**src/rtl/mul_tree_sched_if.sv**
```systemverilog
// Requester, tree and response bundle for mul_tree_sched.
//   req_*  : NREQ requesters (valid/ready handshake, operands, wanted mode)
//   tree_* : issue port towards mul_tree_bf16 and its result port back
//   rsp_*  : in-order result return with owner id
// master = scheduler side, slave = requesters/tree/consumer side.
interface mul_tree_sched_if #(
    parameter int unsigned NREQ = 4,
    parameter int unsigned DW   = 32,
    parameter int unsigned IN_W = 128
);
    localparam int unsigned IDW = (NREQ > 1) ? $clog2(NREQ) : 1;

    logic [NREQ-1:0]      req_valid;
    logic [NREQ-1:0]      req_ready;
    logic [NREQ*IN_W-1:0] req_data;
    logic [NREQ*2-1:0]    req_mode;

    logic [IN_W-1:0]      tree_ins;
    logic                 tree_stb;
    logic [1:0]           tree_mode;
    logic [4*DW-1:0]      tree_outputs;
    logic [3:0]           tree_out_stbs;

    logic                 rsp_valid;
    logic [IDW-1:0]       rsp_id;
    logic [4*DW-1:0]      rsp_data;
    logic [3:0]           rsp_lanes;

    modport master (
        input  req_valid, req_data, req_mode, tree_outputs, tree_out_stbs,
        output req_ready, tree_ins, tree_stb, tree_mode,
        output rsp_valid, rsp_id, rsp_data, rsp_lanes
    );

    modport slave (
        output req_valid, req_data, req_mode, tree_outputs, tree_out_stbs,
        input  req_ready, tree_ins, tree_stb, tree_mode,
        input  rsp_valid, rsp_id, rsp_data, rsp_lanes
    );
endinterface

```
**src/rtl/mul_tree_sched.sv**
```systemverilog
// Round-robin scheduler of NREQ requesters onto the single mul_tree_bf16 input port.
// Keeps the tree mode stable while anything is in flight, tags every issue with its
// requester id and returns tree results to their owners in issue order.
// Ports:
//   clk, rst       clock (rising edge), asynchronous active-low reset
//   bus            mul_tree_sched_if.master: requester handshake, tree port, response
//   in_flight      issued-but-not-retired count
//   busy           FSM not idle or operations outstanding
//   err_unexp      sticky: tree result strobe seen with no outstanding tag
module mul_tree_sched #(
    parameter int unsigned NREQ      = 4,
    parameter int unsigned DW        = 32,
    parameter int unsigned IN_W      = 128,
    parameter int unsigned DEPTH     = 16,
    parameter int unsigned MAX_BURST = 8
) (
    input  logic                    clk,
    input  logic                    rst,
    mul_tree_sched_if.master        bus,
    output logic [$clog2(DEPTH):0]  in_flight,
    output logic                    busy,
    output logic                    err_unexp
);
    localparam int unsigned IDW = (NREQ > 1) ? $clog2(NREQ) : 1;
    localparam int unsigned AW  = $clog2(DEPTH);
    localparam int unsigned CW  = AW + 1;
    localparam int unsigned BW  = $clog2(MAX_BURST + 1);

    typedef enum logic [1:0] {IDLE, RUN, DRAIN, SWITCH} state_e;

    state_e             state_q, state_d;
    logic [IDW-1:0]     rr_ptr_q, rr_ptr_d;
    logic [BW-1:0]      burst_q, burst_d;
    logic [1:0]         next_mode_q, next_mode_d;
    logic [1:0]         tree_mode_q, tree_mode_d;
    logic [CW-1:0]      in_flight_q;
    logic [AW-1:0]      wr_ptr_q, rd_ptr_q;
    logic [IDW-1:0]     tag_mem_q [DEPTH];
    logic               tree_stb_q;
    logic [IN_W-1:0]    tree_ins_q;
    logic               rsp_valid_q;
    logic [IDW-1:0]     rsp_id_q;
    logic [4*DW-1:0]    rsp_data_q;
    logic [3:0]         rsp_lanes_q;
    logic               err_q;

    logic [1:0]         mode_a [NREQ];
    logic [NREQ-1:0]    elig_m, oth_m, grant_vec;
    logic [IDW-1:0]     grant_idx, win_idx, elig_idx, oth_idx;
    logic               win_ok, elig_ok, oth_ok;
    logic               push, pop, unexp;
    logic [IN_W-1:0]    tree_ins_sel;

    // First set bit of mask at or after ptr, wrapping modulo NREQ; returns {found, idx}.
    function automatic logic [IDW:0] rr_pick(input logic [NREQ-1:0] mask,
                                             input logic [IDW-1:0]  ptr);
        logic           found;
        logic [IDW-1:0] idx;
        int unsigned    j;
        found = 1'b0;
        idx   = '0;
        for (int unsigned i = 0; i < NREQ; i++) begin
            j = (32'(ptr) + i) % NREQ;
            if (!found && mask[j[IDW-1:0]]) begin
                found = 1'b1;
                idx   = j[IDW-1:0];
            end
        end
        return {found, idx};
    endfunction

    // Per-requester mode split against the mode currently loaded in the tree.
    always_comb begin
        elig_m = '0;
        oth_m  = '0;
        for (int i = 0; i < NREQ; i++) begin
            mode_a[i] = bus.req_mode[2*i +: 2];
            elig_m[i] = bus.req_valid[i] && (mode_a[i] == tree_mode_q);
            oth_m[i]  = bus.req_valid[i] && (mode_a[i] != tree_mode_q);
        end
    end

    assign {win_ok,  win_idx}  = rr_pick(bus.req_valid, rr_ptr_q);
    assign {elig_ok, elig_idx} = rr_pick(elig_m, rr_ptr_q);
    assign {oth_ok,  oth_idx}  = rr_pick(oth_m, rr_ptr_q);

    // A result strobe retires the oldest tag; with nothing outstanding it is an error.
    assign pop   = (|bus.tree_out_stbs) && (in_flight_q != '0);
    assign unexp = (|bus.tree_out_stbs) && (in_flight_q == '0);

    // Next-state, grant and mode control.
    always_comb begin
        state_d     = state_q;
        rr_ptr_d    = rr_ptr_q;
        burst_d     = burst_q;
        next_mode_d = next_mode_q;
        tree_mode_d = tree_mode_q;
        grant_vec   = '0;
        grant_idx   = '0;
        push        = 1'b0;
        case (state_q)
            IDLE: begin
                if (win_ok) begin
                    if (mode_a[win_idx] == tree_mode_q) begin
                        state_d = RUN;
                    end else begin
                        state_d     = SWITCH;
                        next_mode_d = mode_a[win_idx];
                    end
                end
            end
            RUN: begin
                // Another mode waits and we either starve it or ran out of burst budget.
                if (oth_ok && (!elig_ok || burst_q == BW'(MAX_BURST))) begin
                    state_d     = DRAIN;
                    next_mode_d = mode_a[oth_idx];
                end else begin
                    if (elig_ok && in_flight_q < CW'(DEPTH)) begin
                        push                = 1'b1;
                        grant_idx           = elig_idx;
                        grant_vec[elig_idx] = 1'b1;
                        rr_ptr_d = (32'(elig_idx) == NREQ - 1) ? '0 : elig_idx + 1'b1;
                        if (burst_q != BW'(MAX_BURST)) begin
                            burst_d = burst_q + 1'b1;
                        end
                    end
                    if (!win_ok && in_flight_q == '0) begin
                        state_d = IDLE;
                    end
                end
            end
            DRAIN: begin
                // Leave as soon as the last tag retires, including a retire this cycle.
                if (in_flight_q == '0 || (in_flight_q == CW'(1) && pop)) begin
                    state_d = SWITCH;
                end
            end
            SWITCH: begin
                tree_mode_d = next_mode_q;
                burst_d     = '0;
                state_d     = RUN;
            end
            default: state_d = IDLE;
        endcase
    end

    // Operand mux for the granted requester.
    always_comb begin
        tree_ins_sel = '0;
        for (int i = 0; i < NREQ; i++) begin
            if (grant_vec[i]) begin
                tree_ins_sel = bus.req_data[i*IN_W +: IN_W];
            end
        end
    end

    // State, tag FIFO, issue and response registers.
    always_ff @(posedge clk or negedge rst) begin
        if (!rst) begin
            state_q     <= IDLE;
            rr_ptr_q    <= '0;
            burst_q     <= '0;
            next_mode_q <= '0;
            tree_mode_q <= '0;
            in_flight_q <= '0;
            wr_ptr_q    <= '0;
            rd_ptr_q    <= '0;
            for (int i = 0; i < DEPTH; i++) begin
                tag_mem_q[i] <= '0;
            end
            tree_stb_q  <= 1'b0;
            tree_ins_q  <= '0;
            rsp_valid_q <= 1'b0;
            rsp_id_q    <= '0;
            rsp_data_q  <= '0;
            rsp_lanes_q <= '0;
            err_q       <= 1'b0;
        end else begin
            state_q     <= state_d;
            rr_ptr_q    <= rr_ptr_d;
            burst_q     <= burst_d;
            next_mode_q <= next_mode_d;
            tree_mode_q <= tree_mode_d;
            tree_stb_q  <= push;
            rsp_valid_q <= pop;
            if (push) begin
                tree_ins_q          <= tree_ins_sel;
                tag_mem_q[wr_ptr_q] <= grant_idx;
                wr_ptr_q            <= wr_ptr_q + 1'b1;
            end
            if (pop) begin
                rsp_id_q    <= tag_mem_q[rd_ptr_q];
                rsp_data_q  <= bus.tree_outputs;
                rsp_lanes_q <= bus.tree_out_stbs;
                rd_ptr_q    <= rd_ptr_q + 1'b1;
            end
            case ({push, pop})
                2'b10:   in_flight_q <= in_flight_q + 1'b1;
                2'b01:   in_flight_q <= in_flight_q - 1'b1;
                default: in_flight_q <= in_flight_q;
            endcase
            if (unexp) begin
                err_q <= 1'b1;
            end
        end
    end

    assign bus.req_ready = grant_vec;
    assign bus.tree_ins  = tree_ins_q;
    assign bus.tree_stb  = tree_stb_q;
    assign bus.tree_mode = tree_mode_q;
    assign bus.rsp_valid = rsp_valid_q;
    assign bus.rsp_id    = rsp_id_q;
    assign bus.rsp_data  = rsp_data_q;
    assign bus.rsp_lanes = rsp_lanes_q;
    assign in_flight     = in_flight_q;
    assign busy          = (state_q != IDLE) || (in_flight_q != '0);
    assign err_unexp     = err_q;
endmodule

```
**src/flat_wrapper.sv**
```systemverilog
// flat-port wrapper written by rule: the top's interface ports become plain ports
module mul_tree_sched_flat 
#(
    parameter int unsigned NREQ      = 4,
    parameter int unsigned DW        = 32,
    parameter int unsigned IN_W      = 128,
    parameter int unsigned DEPTH     = 16,
    parameter int unsigned MAX_BURST = 8
)
  (clk, rst, in_flight, busy, err_unexp, bus_req_valid, bus_req_data, bus_req_mode, bus_tree_outputs, bus_tree_out_stbs, bus_req_ready, bus_tree_ins, bus_tree_stb, bus_tree_mode, bus_rsp_valid, bus_rsp_id, bus_rsp_data, bus_rsp_lanes);
  mul_tree_sched_if #(.NREQ(NREQ), .DW(DW), .IN_W(IN_W)) bus_i ();
  input  logic clk;
  input  logic rst;
  output logic [$clog2(DEPTH):0] in_flight;
  output logic busy;
  output logic err_unexp;
  input wire logic [$bits(bus_i.req_valid)-1:0] bus_req_valid;
  input wire logic [$bits(bus_i.req_data)-1:0] bus_req_data;
  input wire logic [$bits(bus_i.req_mode)-1:0] bus_req_mode;
  input wire logic [$bits(bus_i.tree_outputs)-1:0] bus_tree_outputs;
  input wire logic [$bits(bus_i.tree_out_stbs)-1:0] bus_tree_out_stbs;
  output wire logic [$bits(bus_i.req_ready)-1:0] bus_req_ready;
  output wire logic [$bits(bus_i.tree_ins)-1:0] bus_tree_ins;
  output wire logic [$bits(bus_i.tree_stb)-1:0] bus_tree_stb;
  output wire logic [$bits(bus_i.tree_mode)-1:0] bus_tree_mode;
  output wire logic [$bits(bus_i.rsp_valid)-1:0] bus_rsp_valid;
  output wire logic [$bits(bus_i.rsp_id)-1:0] bus_rsp_id;
  output wire logic [$bits(bus_i.rsp_data)-1:0] bus_rsp_data;
  output wire logic [$bits(bus_i.rsp_lanes)-1:0] bus_rsp_lanes;
  assign bus_i.req_valid = bus_req_valid;
  assign bus_i.req_data = bus_req_data;
  assign bus_i.req_mode = bus_req_mode;
  assign bus_i.tree_outputs = bus_tree_outputs;
  assign bus_i.tree_out_stbs = bus_tree_out_stbs;
  assign bus_req_ready = bus_i.req_ready;
  assign bus_tree_ins = bus_i.tree_ins;
  assign bus_tree_stb = bus_i.tree_stb;
  assign bus_tree_mode = bus_i.tree_mode;
  assign bus_rsp_valid = bus_i.rsp_valid;
  assign bus_rsp_id = bus_i.rsp_id;
  assign bus_rsp_data = bus_i.rsp_data;
  assign bus_rsp_lanes = bus_i.rsp_lanes;
  mul_tree_sched #(.NREQ(NREQ), .DW(DW), .IN_W(IN_W), .DEPTH(DEPTH), .MAX_BURST(MAX_BURST)) u_core (.clk(clk), .rst(rst), .bus(bus_i), .in_flight(in_flight), .busy(busy), .err_unexp(err_unexp));
endmodule
```
**config.mk**
```make
export PLATFORM = sky130hd
export DESIGN_NAME = mul_tree_sched_flat
export DESIGN_NICKNAME = d
export VERILOG_FILES = /design/src/rtl/mul_tree_sched_if.sv /design/src/rtl/mul_tree_sched.sv /design/src/flat_wrapper.sv
export SDC_FILE = /design/constraint.sdc
export NUM_CORES = 1
export LEC_CHECK = 0
export ABC_AREA = 1
export BUFFER_PORTS_ARGS = -buffer_cell sky130_fd_sc_hd__buf_2
export CELL_PAD_IN_SITES_DETAIL_PLACEMENT = 0
export CELL_PAD_IN_SITES_GLOBAL_PLACEMENT = 1
export CORE_AREA = 4 4 364 366
export DETAILED_ROUTE_END_ITERATION = 6
export DIE_AREA = 0 0 368 370
export GPL_ROUTABILITY_DRIVEN = 0
export PLACE_DENSITY = 0.43
export SKIP_CTS_REPAIR_TIMING = 1
export SLEW_MARGIN = 20
export SYNTH_ARGS = -nofsm -noshare
export SYNTH_HDL_FRONTEND = slang
export SYNTH_SLANG_ARGS = --single-unit
```
**constraint.sdc**
```tcl
create_clock -name clk -period 6.46 [get_ports clk]
set_clock_uncertainty 0.15 [all_clocks]
set_input_delay 0.969 -clock clk [delete_from_list [all_inputs] [get_ports clk]]
set_output_delay 0.969 -clock clk [all_outputs]
set_load 0.05 [all_outputs]
```
==> Flow_metrics.wiki <==
{| class="wikitable"
! Metric !! Value
|-
| Status || finished, final reports clean
|-
| Std-Cell Rows || 132
|-
| Global-route wire length before repair || 151600 um
|-
| Drt initial violations || 1123
|-
| Maximum clock frequency || 0.1914 GHz
|-
| Power density over cell area || 527.3 nW/um^2
|-
| Initial antenna violation count || 73
|-
| Aggregate routed wire length || 106500 um
|-
| Number of endpoints failing setup at the final stage || 0
|-
| Overall power || 0.01405 W
|-
| Avg Cell Area, Syn || 6.547 um^2
|-
| Layout Nets || 4345
|-
| RSZ-0062 raised after global routing || no
|-
| Master cell of the clock root buffer || sky130_fd_sc_hd__clkbuf_16
|-
| DPL Wire Length || 81400 um
|-
| Max_cap viols || 0
|-
| Cell Count, Final, Fillers Out || 5484
|-
| Part of the total power dissipated in the clock network || 20.1%
|-
| Min cycle time layout || 5224 ps
|-
| Overall die width || 368 um
|-
| Relative contribution of combinational cells to total power || 58.8%
|-
| Part of the total power dissipated in sequential elements || 21.2%
|-
| Starting Density || 14.34%
|-
| Die Area || 136200 um^2
|-
| Number of iterations in the first detailed-routing pass || 5
|-
| Fraction of the core area covered by cells at the end of the flow || 20.63%
|-
| Global Route met2 Usage || 26.10%
|-
| CTS tree || yes
|-
| TritonCTS Sinks || 322
|-
| Overall global routing resource usage || 14.90%
|-
| Total negative slack || 0 ps
|-
| Final worst-path cycle share || 80.86%
|-
| DRC violation count after routing || 0
|-
| Net switching power figure || 0.007593 W
|-
| IR drop worst, VDD || 0.0003558 V
|-
| Net switching fraction of the power || 54.05%
|-
| Overflow left after global routing || 0
|-
| Synthesis Warnings || 0
|-
| Maximum number of pins on one net before global-route repair || 160
|-
| Worst-margin pin slew || 1165 ps
|-
| Netlist Area Pre-Place || 18520 um^2
|-
| Critical Path AT || 4100 ps
|-
| Ratio of cells with drive above 1 in the final layout || 28.48%
|-
| DR WL/cell || 19.41 um
|-
| Worst Setup End Kind || primary output
|-
| Worst EP required || 5340 ps
|-
| Maximum fanout encountered on the critical timing path || 17
|-
| Cts bufs inserted || 49
|-
| Most utilized layer in the global route result || met2
|-
| Critical path startpoint category || register
|-
| CTS clk-pin slew, worst paths || 60 ps
|-
| Htree depth || 2
|-
| Yosys reg bits || 322
|-
| FILL cells || 15080
|-
| Gate count of the mapped netlist || 2828
|-
| Classification of the worst-slack hold path || in2async
|-
| Number of endpoints with negative hold slack in the final report || 0
|-
| Post-detailed-route count of antenna-violating nets || 0
|-
| Via count of the first global-routing pass || 21600
|-
| Die outline height || 370 um
|-
| Average vias per placed instance || 3.845
|-
| Synthesized Nets || 3501
|-
| Total number of vias || 21080
|-
| Met3 GRT Util || 5.647%
|-
| Internal Dissipation || 0.006456 W
|-
| Clock latency at the later pin of the worst-skew pair || 610 ps
|-
| Area of the core || 129200 um^2
|-
| Number of buffer cells added on primary ports || 934
|-
| I/O pin count || 935
|-
| Met1 usage in global routing || 17.10%
|-
| Dpl cells || 5363
|-
| Worst-case hold slack || 264.5 ps
|-
| Type of the worst setup path || reg2out
|-
| Worst slew margin || 22.34%
|-
| Final count of pins violating max slew || 0
|-
| Number of distinct library cells after synthesis || 33
|-
| Area growth from synthesis to final layout || 43.90%
|-
| Leakage dissipation || 15.08 nW
|-
| Sequential element share of the synthesized area || 43.52%
|-
| Buffer depth of the longest clock path || 3
|}
## power by group through the flow
stage,registers (W),logic (W),clock network (W)
3_5_place_dp,0.00301,0.00847,0
4_1_cts,0.00298,0.00850,0.00296
6_report,0.00298,0.00825,0.00282
3_3_place_gp,0.00301,0.00850,0
2_1_floorplan,0.00427,0.00451,0
5_1_grt,0.00305,0.00928,0.00304
## cells by family (layout without fill, tap and decap cells)
family,Yosys count,in the layout,synth area share [%]
fa+ha+maj,15,15,1.014
xor+xnor,17,17,0.9664
compound gates,192,192,5.602
buf+inv,230,1113,5.656
flops,322,322,43.52
simple gates,2052,2052,43.24
other cells,0,31,0
## sequential cells by signal, summed over array words and instances, names as in the netlist
| name | count |
|---|---|
| u_core.bus.tree_mode | 2 |
| u_core.state_q | 2 |
| u_core.bus.rsp_data | 128 |
| u_core.bus.rsp_lanes | 4 |
| u_core.rr_ptr_q | 2 |
| u_core.in_flight | 5 |
| u_core.tag_mem_q | 32 |
| u_core.bus.tree_ins | 128 |
| u_core.burst_q | 4 |
| u_core.next_mode_q | 2 |
| u_core.bus.rsp_id | 2 |
| u_core.err_unexp | 1 |
| u_core.bus.tree_stb | 1 |
| u_core.bus.rsp_valid | 1 |
| u_core.wr_ptr_q | 4 |
| u_core.rd_ptr_q | 4 |
## per-layer routing
| metal | part of all wire (%) | vias to the layer above |
|---|---|---|
| li1 | - | 10520 |
| met1 | 40 | 9649 |
| met2 | 49 | 715 |
| met3 | 8.6 | 158 |
| met4 | 2.6 | 38 |
| met5 | 0.25 | - |
## final cells by class
class | instances | area, um^2 | share of cell area [%]
multi-input combinational | 2276 | 9438 | 35.42
sequential | 322 | 8058 | 30.24
timing repair buffer | 956 | 4950 | 18.58
tap | 1742 | 2180 | 8.180
clock buffer | 71 | 1450 | 5.443
inverter | 67 | 256.5 | 0.9627
clock inverter | 19 | 235.2 | 0.8828
antenna | 31 | 77.57 | 0.2911
## cell usage after synthesis (all sizes together)
master / instances / area (um^2)
a31o: 1 / 8.760
a21boi: 1 / 7.510
nand3: 163 / 828.3
o211ai: 1 / 7.510
nand3b: 3 / 22.52
buf: 96 / 544.3
xor2: 8 / 77.58
nor3: 1 / 5.000
o21a: 17 / 127.6
a22oi: 1 / 7.510
nand2: 1357 / 5099
o21ai: 49 / 245.2
a21oi: 109 / 545.5
nor2: 506 / 1914
o32ai: 2 / 17.52
nand4: 22 / 137.6
xnor2: 9 / 101.4
clkbuf: 67 / 251.5
o31ai: 1 / 7.510
o22ai: 10 / 62.56
dfrtp: 322 / 8058
inv: 67 / 251.5
ha: 15 / 187.7
## worst max-delay path: stages (launching register included)
cell,delay [ps]
sky130_fd_sc_hd__dfrtp_1,780
sky130_fd_sc_hd__inv_2,260
sky130_fd_sc_hd__nand2_1,130
sky130_fd_sc_hd__nand3b_1,140
sky130_fd_sc_hd__nand2_1,110
sky130_fd_sc_hd__o21ai_1,220
sky130_fd_sc_hd__nand2_1,80
sky130_fd_sc_hd__inv_1,70
sky130_fd_sc_hd__nand2_1,50
sky130_fd_sc_hd__inv_1,80
sky130_fd_sc_hd__nor2_1,50
sky130_fd_sc_hd__a21oi_1,110
sky130_fd_sc_hd__nor2_1,90
sky130_fd_sc_hd__inv_1,340
sky130_fd_sc_hd__ha_1,230
sky130_fd_sc_hd__nand2_1,90
sky130_fd_sc_hd__nor2_4,310
sky130_fd_sc_hd__buf_2,330
## worst paths after layout
kind	to	cells after the start	start	slack [ps]
max reg2reg	u_core.bus.tree_ins[16]	23	u_core.rr_ptr_q[0]	1900
max in group asynchronous	u_core.bus.tree_ins[106]	2	rst	4520
min in group clk	u_core.bus.tree_ins[66]	2	u_core.bus.tree_ins[66]	320
min	u_core.bus.rsp_data[83]	1	rst	260
min reg2reg	u_core.bus.tree_ins[66]	2	u_core.bus.tree_ins[66]	320
max	bus_req_ready[0]	17	u_core.rr_ptr_q[0]	1240
## cells in the final DEF (no fill, tap or decap), types with 17 or more instances in the layout
| master | count |
|---|---|
| sky130_fd_sc_hd__a21oi_1 | 109 |
| sky130_fd_sc_hd__buf_2 | 933 |
| sky130_fd_sc_hd__clkbuf_16 | 50 |
| sky130_fd_sc_hd__dfrtp_1 | 322 |
| sky130_fd_sc_hd__diode_2 | 31 |
| sky130_fd_sc_hd__inv_1 | 60 |
| sky130_fd_sc_hd__nand2_1 | 1354 |
| sky130_fd_sc_hd__nand3_1 | 161 |
| sky130_fd_sc_hd__nand4_1 | 22 |
| sky130_fd_sc_hd__nor2_1 | 503 |
| sky130_fd_sc_hd__o21a_1 | 17 |
| sky130_fd_sc_hd__o21ai_0 | 48 |
## per-stage QoR
stage	area, um^2	setup slack, ps
after floorplan	18520	2186
after global placement	24880	1685
after detailed placement	24880	1673
after CTS	26570	1096
after global routing	26610	780.3
final	26640	1236
Note: power is estimated with default switching activity, not from simulation.
